File: config.mk
export PLATFORM = sky130hd
export DESIGN_NAME = uart_rx_param
export DESIGN_NICKNAME = d
export VERILOG_FILES = /design/src/rtl/uart_rx_param.sv
export SDC_FILE = /design/constraint.sdc
export NUM_CORES = 1
export LEC_CHECK = 0
export ABC_AREA = 1
export ABC_CLOCK_PERIOD_IN_PS = 2000
export CAP_MARGIN = 30
export CORE_ASPECT_RATIO = 1.25
export CORE_UTILIZATION = 58
export DETAILED_ROUTE_END_ITERATION = 8
export PLACE_DENSITY_LB_ADDON = 0.2
export SETUP_SLACK_MARGIN = 0.15
export SKIP_LAST_GASP = 1
export SYNTH_ARGS = -nofsm -noshare
export SYNTH_HDL_FRONTEND = slang
export SYNTH_SLANG_ARGS = --single-unit
File: constraint.sdc
create_clock -name clk -period 2 [get_ports clk]
set_input_delay 0.3 -clock clk [delete_from_list [all_inputs] [get_ports clk]]
set_output_delay 0.3 -clock clk [all_outputs]
set_load 0.02 [all_outputs]
File: src/rtl/uart_rx_param.sv
// Parameterised UART receiver: 2-flop synchronised rx, half-bit start qualification,
// optional parity and one or two stop bits. Define RX_MAJORITY_EN for 3-sample majority voting.
module uart_rx_param #(
   parameter logic [15:0] BIT_RATE_VAL = 16'h01B0,
   parameter int unsigned DATA_BITS    = 8,
   parameter int unsigned PARITY_MODE  = 0,
   parameter int unsigned STOP_BITS    = 1
) (
   input  logic                 clk,
   input  logic                 res,
   input  logic                 rx,
   output logic                 take,
   output logic [DATA_BITS-1:0] dout,
   output logic                 parity_err,
   output logic                 frame_err,
   output logic                 busy
);

   localparam int unsigned CNT_W = 16;
   localparam int unsigned BIT_W = 4;
   localparam logic [CNT_W-1:0] HALF_LOAD = BIT_RATE_VAL >> 1;
   localparam logic [CNT_W-1:0] FULL_LOAD = BIT_RATE_VAL - 16'd1;
   localparam logic [BIT_W-1:0] LAST_BIT  = BIT_W'(DATA_BITS - 1);
   localparam logic             LAST_STOP = 1'(STOP_BITS - 1);

   typedef enum logic [2:0] {
      S_IDLE,
      S_START,
      S_DATA,
      S_PARITY,
      S_STOP,
      S_DONE
   } state_e;

   state_e               state_q, state_d;
   logic [CNT_W-1:0]     cnt_q, cnt_d;
   logic                 armed_q, armed_d;
   logic [DATA_BITS-1:0] shift_q, shift_d;
   logic [BIT_W-1:0]     bit_cnt_q, bit_cnt_d;
   logic                 stop_cnt_q, stop_cnt_d;
   logic                 par_pend_q, par_pend_d;
   logic                 frm_pend_q, frm_pend_d;
   logic                 take_q, take_d;
   logic [DATA_BITS-1:0] dout_q, dout_d;
   logic                 perr_q, perr_d;
   logic                 ferr_q, ferr_d;
   logic                 busy_q, busy_d;
   logic                 rx_meta_q, rxs_q;
   logic                 sample_pt_c;
   logic                 sample_c;
   logic                 par_exp_c;

   // Two-flop synchroniser; resets to the idle-high line level
   always_ff @(posedge clk or negedge res) begin
      if (!res) begin
         rx_meta_q <= 1'b1;
         rxs_q     <= 1'b1;
      end else begin
         rx_meta_q <= rx;
         rxs_q     <= rx_meta_q;
      end
   end

`ifdef RX_MAJORITY_EN
   // hist_q[0] holds rxs at counter==1, hist_q[1] at counter==2 when the counter hits 0
   logic [1:0] hist_q;

   always_ff @(posedge clk or negedge res) begin
      if (!res) begin
         hist_q <= 2'b11;
      end else begin
         hist_q <= {hist_q[0], rxs_q};
      end
   end

   assign sample_c = (hist_q[1] & hist_q[0]) | (hist_q[1] & rxs_q) | (hist_q[0] & rxs_q);
`else
   assign sample_c = rxs_q;
`endif

   assign sample_pt_c = (cnt_q == '0);
   assign par_exp_c   = (PARITY_MODE == 2) ? ~(^shift_q) : (^shift_q);

   // Next-state and registered-output logic
   always_comb begin
      state_d    = state_q;
      cnt_d      = (cnt_q != '0) ? (cnt_q - 16'd1) : cnt_q;
      armed_d    = armed_q;
      shift_d    = shift_q;
      bit_cnt_d  = bit_cnt_q;
      stop_cnt_d = stop_cnt_q;
      par_pend_d = par_pend_q;
      frm_pend_d = frm_pend_q;
      take_d     = 1'b0;
      dout_d     = dout_q;
      perr_d     = perr_q;
      ferr_d     = ferr_q;

      case (state_q)
         S_IDLE: begin
            cnt_d = '0;
            if (rxs_q) begin
               armed_d = 1'b1;
            end
            if (armed_q && !rxs_q) begin
               state_d = S_START;
               cnt_d   = HALF_LOAD;
            end
         end
         S_START: begin
            if (sample_pt_c) begin
               if (sample_c) begin
                  state_d = S_IDLE;
                  armed_d = 1'b0;
                  cnt_d   = '0;
               end else begin
                  state_d    = S_DATA;
                  cnt_d      = FULL_LOAD;
                  bit_cnt_d  = '0;
                  par_pend_d = 1'b0;
                  frm_pend_d = 1'b0;
               end
            end
         end
         S_DATA: begin
            if (sample_pt_c) begin
               cnt_d     = FULL_LOAD;
               shift_d   = {sample_c, shift_q[DATA_BITS-1:1]};
               bit_cnt_d = bit_cnt_q + 4'd1;
               if (bit_cnt_q == LAST_BIT) begin
                  stop_cnt_d = 1'b0;
                  state_d    = (PARITY_MODE != 0) ? S_PARITY : S_STOP;
               end
            end
         end
         S_PARITY: begin
            if (sample_pt_c) begin
               cnt_d   = FULL_LOAD;
               state_d = S_STOP;
               if (sample_c != par_exp_c) begin
                  par_pend_d = 1'b1;
               end
            end
         end
         S_STOP: begin
            if (sample_pt_c) begin
               cnt_d = FULL_LOAD;
               if (!sample_c) begin
                  frm_pend_d = 1'b1;
               end
               if (stop_cnt_q == LAST_STOP) begin
                  // Outputs land together with the DONE state
                  state_d = S_DONE;
                  take_d  = 1'b1;
                  dout_d  = shift_q;
                  perr_d  = (PARITY_MODE != 0) & par_pend_q;
                  ferr_d  = frm_pend_q | ~sample_c;
               end else begin
                  stop_cnt_d = stop_cnt_q + 1'b1;
               end
            end
         end
         S_DONE: begin
            state_d = S_IDLE;
            armed_d = 1'b0;
            cnt_d   = '0;
         end
         default: begin
            state_d = S_IDLE;
            armed_d = 1'b0;
            cnt_d   = '0;
         end
      endcase

      busy_d = (state_d != S_IDLE);
   end

   // State and output registers
   always_ff @(posedge clk or negedge res) begin
      if (!res) begin
         state_q    <= S_IDLE;
         cnt_q      <= '0;
         armed_q    <= 1'b0;
         shift_q    <= '0;
         bit_cnt_q  <= '0;
         stop_cnt_q <= 1'b0;
         par_pend_q <= 1'b0;
         frm_pend_q <= 1'b0;
         take_q     <= 1'b0;
         dout_q     <= '0;
         perr_q     <= 1'b0;
         ferr_q     <= 1'b0;
         busy_q     <= 1'b0;
      end else begin
         state_q    <= state_d;
         cnt_q      <= cnt_d;
         armed_q    <= armed_d;
         shift_q    <= shift_d;
         bit_cnt_q  <= bit_cnt_d;
         stop_cnt_q <= stop_cnt_d;
         par_pend_q <= par_pend_d;
         frm_pend_q <= frm_pend_d;
         take_q     <= take_d;
         dout_q     <= dout_d;
         perr_q     <= perr_d;
         ferr_q     <= ferr_d;
         busy_q     <= busy_d;
      end
   end

   assign take       = take_q;
   assign dout       = dout_q;
   assign parity_err = perr_q;
   assign frame_err  = ferr_q;
   assign busy       = busy_q;

endmodule

==> metrics.cfg <==
[critical_path]
ff2ff_path_depth=9
crit_path_max_fanout=12
worst-r2r-setup-slack_ns=0.30
worst-setup-path-type=flop to flop
crit_path_start_kind=flop
setup.worst_path.end_class=flop
r2r-start=cnt_q[0]$_DFF_PN0_
r2r_end=cnt_q[3]$_DFF_PN0_
required_ns=2.18
arrival_time_of_data_at_the_critical_path_endpoint_ns=1.88

[die]
chipHeight_um=72.4
die_area_um2=4220
design.core.area_um2=3780
io-pin-count=15
die_x_um=58.3
floorplan.rows=25
initial_utilization_pct=60.8

[synthesis]
synth_top_area_share_pct=47.9
mappedNetlistNets=268
post_synth_inst_count=262
synth_sequential_area_ratio_pct=50.2
register_bit_total_from_synthesis=46
synth_area_leaders=sky130_fd_sc_hd__dfrtp_1 (48%), sky130_fd_sc_hd__nand2_1 (10%), sky130_fd_sc_hd__inv_1 (5.1%)
synth.yosys.warnings=0
synth_area_leader_cell=sky130_fd_sc_hd__dfrtp_1
yosys.cell_types.count=32
synth_area_per_cell_um2=8.78
synth.cell_area_um2=2300

[power]
vdd_drop_max_v=0.000717
clockPowerShare_pct=16.7
power.share.combinational_pct=43.7
power_switching_share_pct=43.9
p_leak_nw=1.29
p_int_w=0.00187
power.switching_w=0.00146
seq_power_share_pct=39.6
power-per-cell-area_nw_per_um2=1300

[final_layout]
finish.net_count=286
drive_gt1_share_pct=16.7
area_delta_synth_final_pct=11.9
finish.utilization_pct=68.0
diodes=0

[route]
drt_first_iter_violations=99
vias_per_cell=5.00
drt-pass1-iter-count=4
drtAntennaViolNets=0
post-route-drc-count=0
post_drt_wl_per_cell_um=12.2
routed_wirelength_mm=4.10
vias=1676

[sta]
final_critical_path_required_period_ns=1.70
clock.fmax_mhz=588
grt_setup_unrepaired=no
final_setup_violation_count=0
final-max-slew-violation-count=0
setup_total_negative_slack_ns=0
ratio_of_final_minimum_period_to_clock_period_pct=85.0
max_slew_margin_pct=62.0
hold_violations=0
fin_worst_skew_ns=0.00249
worstMarginPinSlew_ns=0.569

[grt]
largest_net_degree_at_the_start_of_global_routing=47
grt_antenna_before_repair=0
first_global_vias=1582
wire_length_of_the_first_global_routing_pass_mm=6.88
gr-usage-all-layers_pct=21.6
grt-ovfl-total=0

[cts]
clkSlewWorstSetupHoldPaths_ns=0.08
numClockSinks=46
tritoncts=built
root_buffer=sky130_fd_sc_hd__clkbuf_8
clockBufferDepth=2
cts_htree_levels=2
clk_latency_ns=0.30
cts_made_buffers=5

[place]
numPortBuffers=13
finalWeightedCongestion=0.844
dpl.hpwl_mm=2.95

[worst_hold_path]
min_path_type=input port to asynchronous set/reset pin

[outcome]
outcome=complete, no violations

[run]
drv.max_cap_violation_count=0

[stage by stage]
step	power [W]	instances	setup slack, ns	cell area [um2]	hold WS [ns]
detailed placement	0.00278	327	0.232	2480	0.347
global route	0.00359	335	0.169	2570	0.139
finish	0.00333	335	0.300	2570	0.0741
global placement	0.00274	327	0.315	2480	0.346
floorplan	0.00247	262	0.512	2300	0.00441
CTS	0.00335	335	0.212	2570	0.0913
[registers in the layout, summed over array words and instances, names as in the netlist, 3 cells and up]
name / cells
dout: 8
bit_cnt_q: 4
cnt_q: 16
shift_q: 8
state_q: 3
[cell usage in the layout (no fill, tap or decap), types with 3 or more instances in the layout]
cell	count
sky130_fd_sc_hd__inv_1	31
sky130_fd_sc_hd__nor3_1	3
sky130_fd_sc_hd__nor2_1	21
sky130_fd_sc_hd__ha_1	3
sky130_fd_sc_hd__nor2_4	5
sky130_fd_sc_hd__o21ai_1	10
sky130_fd_sc_hd__nand3_2	3
sky130_fd_sc_hd__dfrtp_1	44
sky130_fd_sc_hd__buf_4	3
sky130_fd_sc_hd__inv_2	3
sky130_fd_sc_hd__nand3_1	15
sky130_fd_sc_hd__xor2_1	8
sky130_fd_sc_hd__clkbuf_8	5
sky130_fd_sc_hd__o21ai_0	8
sky130_fd_sc_hd__a21oi_1	4
sky130_fd_sc_hd__nand4_1	7
sky130_fd_sc_hd__clkdlybuf4s50_1	12
sky130_fd_sc_hd__nand2_2	4
sky130_fd_sc_hd__o21ai_2	8
sky130_fd_sc_hd__nand2_1	62
sky130_fd_sc_hd__nor2_2	4
[layout make-up]
type / count / area (um2)
inverter: 35 / 133
tap: 54 / 67.6
timing repair buffer: 16 / 148
fill: 319 / 1210
sequential: 46 / 1150
multi-input combinational: 176 / 982
clock inverter: 3 / 21.3
clock buffer: 5 / 68.8
[timing repair]
action | in CTS | in global routing
resized for setup | 0 | 1
setup buffers | 0 | 0
setup endpoints to repair | 0 | 6
hold buffers | 0 | 0
[power groups by stage]
stage / sequential (W) / combinational, W / clock, W
3_3_place_gp: 0.00133 / 0.00141 / 0
3_5_place_dp: 0.00134 / 0.00144 / 0
4_1_cts: 0.00132 / 0.00145 / 0.000581
2_1_floorplan: 0.00131 / 0.00116 / 0
6_report: 0.00132 / 0.00146 / 0.000558
5_1_grt: 0.00134 / 0.00164 / 0.000604
[routing by layer]
| metal | routed length [um] | vias up | track usage (%) |
|---|---|---|---|
| met5 | 0 | - | 0 |
| met4 | 36 | 0 | 7.14 |
| met3 | 95 | 4 | 3.74 |
| met2 | 2100 | 22 | 38.4 |
| met1 | 1870 | 782 | 26.4 |
| li1 | - | 868 | - |
[critical path, stage by stage, from the launching register on]
cell	delay, ns
sky130_fd_sc_hd__dfrtp_1	0.37
sky130_fd_sc_hd__inv_1	0.12
sky130_fd_sc_hd__ha_1	0.18
sky130_fd_sc_hd__nand2_1	0.09
sky130_fd_sc_hd__nor2_4	0.20
sky130_fd_sc_hd__nand2_4	0.14
sky130_fd_sc_hd__nand2_1	0.15
sky130_fd_sc_hd__nand3_2	0.15
sky130_fd_sc_hd__o21ai_1	0.11
sky130_fd_sc_hd__nand2_1	0.06
[synthesized netlist by cell type (all sizes together)]
cell	count
o211ai	1
conb	1
o31ai	2
inv	34
nand3	19
a21oi	5
nand2	67
nor3	5
nand4	7
o2111ai	1
nand3b	1
xor2	8
dfrtp	44
nor2	30
dfstp	2
ha	3
clkinv	1
o21ai	26
buf	4
clkbuf	1
[kinds of logic (layout without fill, tap and decap cells)]
| group | after synthesis | count (layout) | share of synthesized area [%] |
|---|---|---|---|
| compound gates | 35 | 35 | 9.58 |
| xor+xnor | 8 | 8 | 3.05 |
| fa+ha+maj | 3 | 3 | 1.63 |
| buf+inv | 40 | 59 | 7.34 |
| flops | 46 | 46 | 50.2 |
| other cells | 1 | 1 | 0.163 |
| simple gates | 129 | 129 | 28.1 |
[how the worst max path moves through the flow]
stage	start	end	slack, ns
after floorplan	cnt_q[0]$_DFF_PN0_	busy$_DFF_PN0_	0.51
after global placement	cnt_q[0]$_DFF_PN0_	cnt_q[7]$_DFF_PN0_	0.32
after detailed placement	cnt_q[0]$_DFF_PN0_	cnt_q[3]$_DFF_PN0_	0.23
after CTS	cnt_q[0]$_DFF_PN0_	cnt_q[3]$_DFF_PN0_	0.21
after global routing	cnt_q[0]$_DFF_PN0_	cnt_q[2]$_DFF_PN0_	0.17
final	cnt_q[0]$_DFF_PN0_	cnt_q[3]$_DFF_PN0_	0.30
No activity file was read; power rests on OpenSTA's default activity.
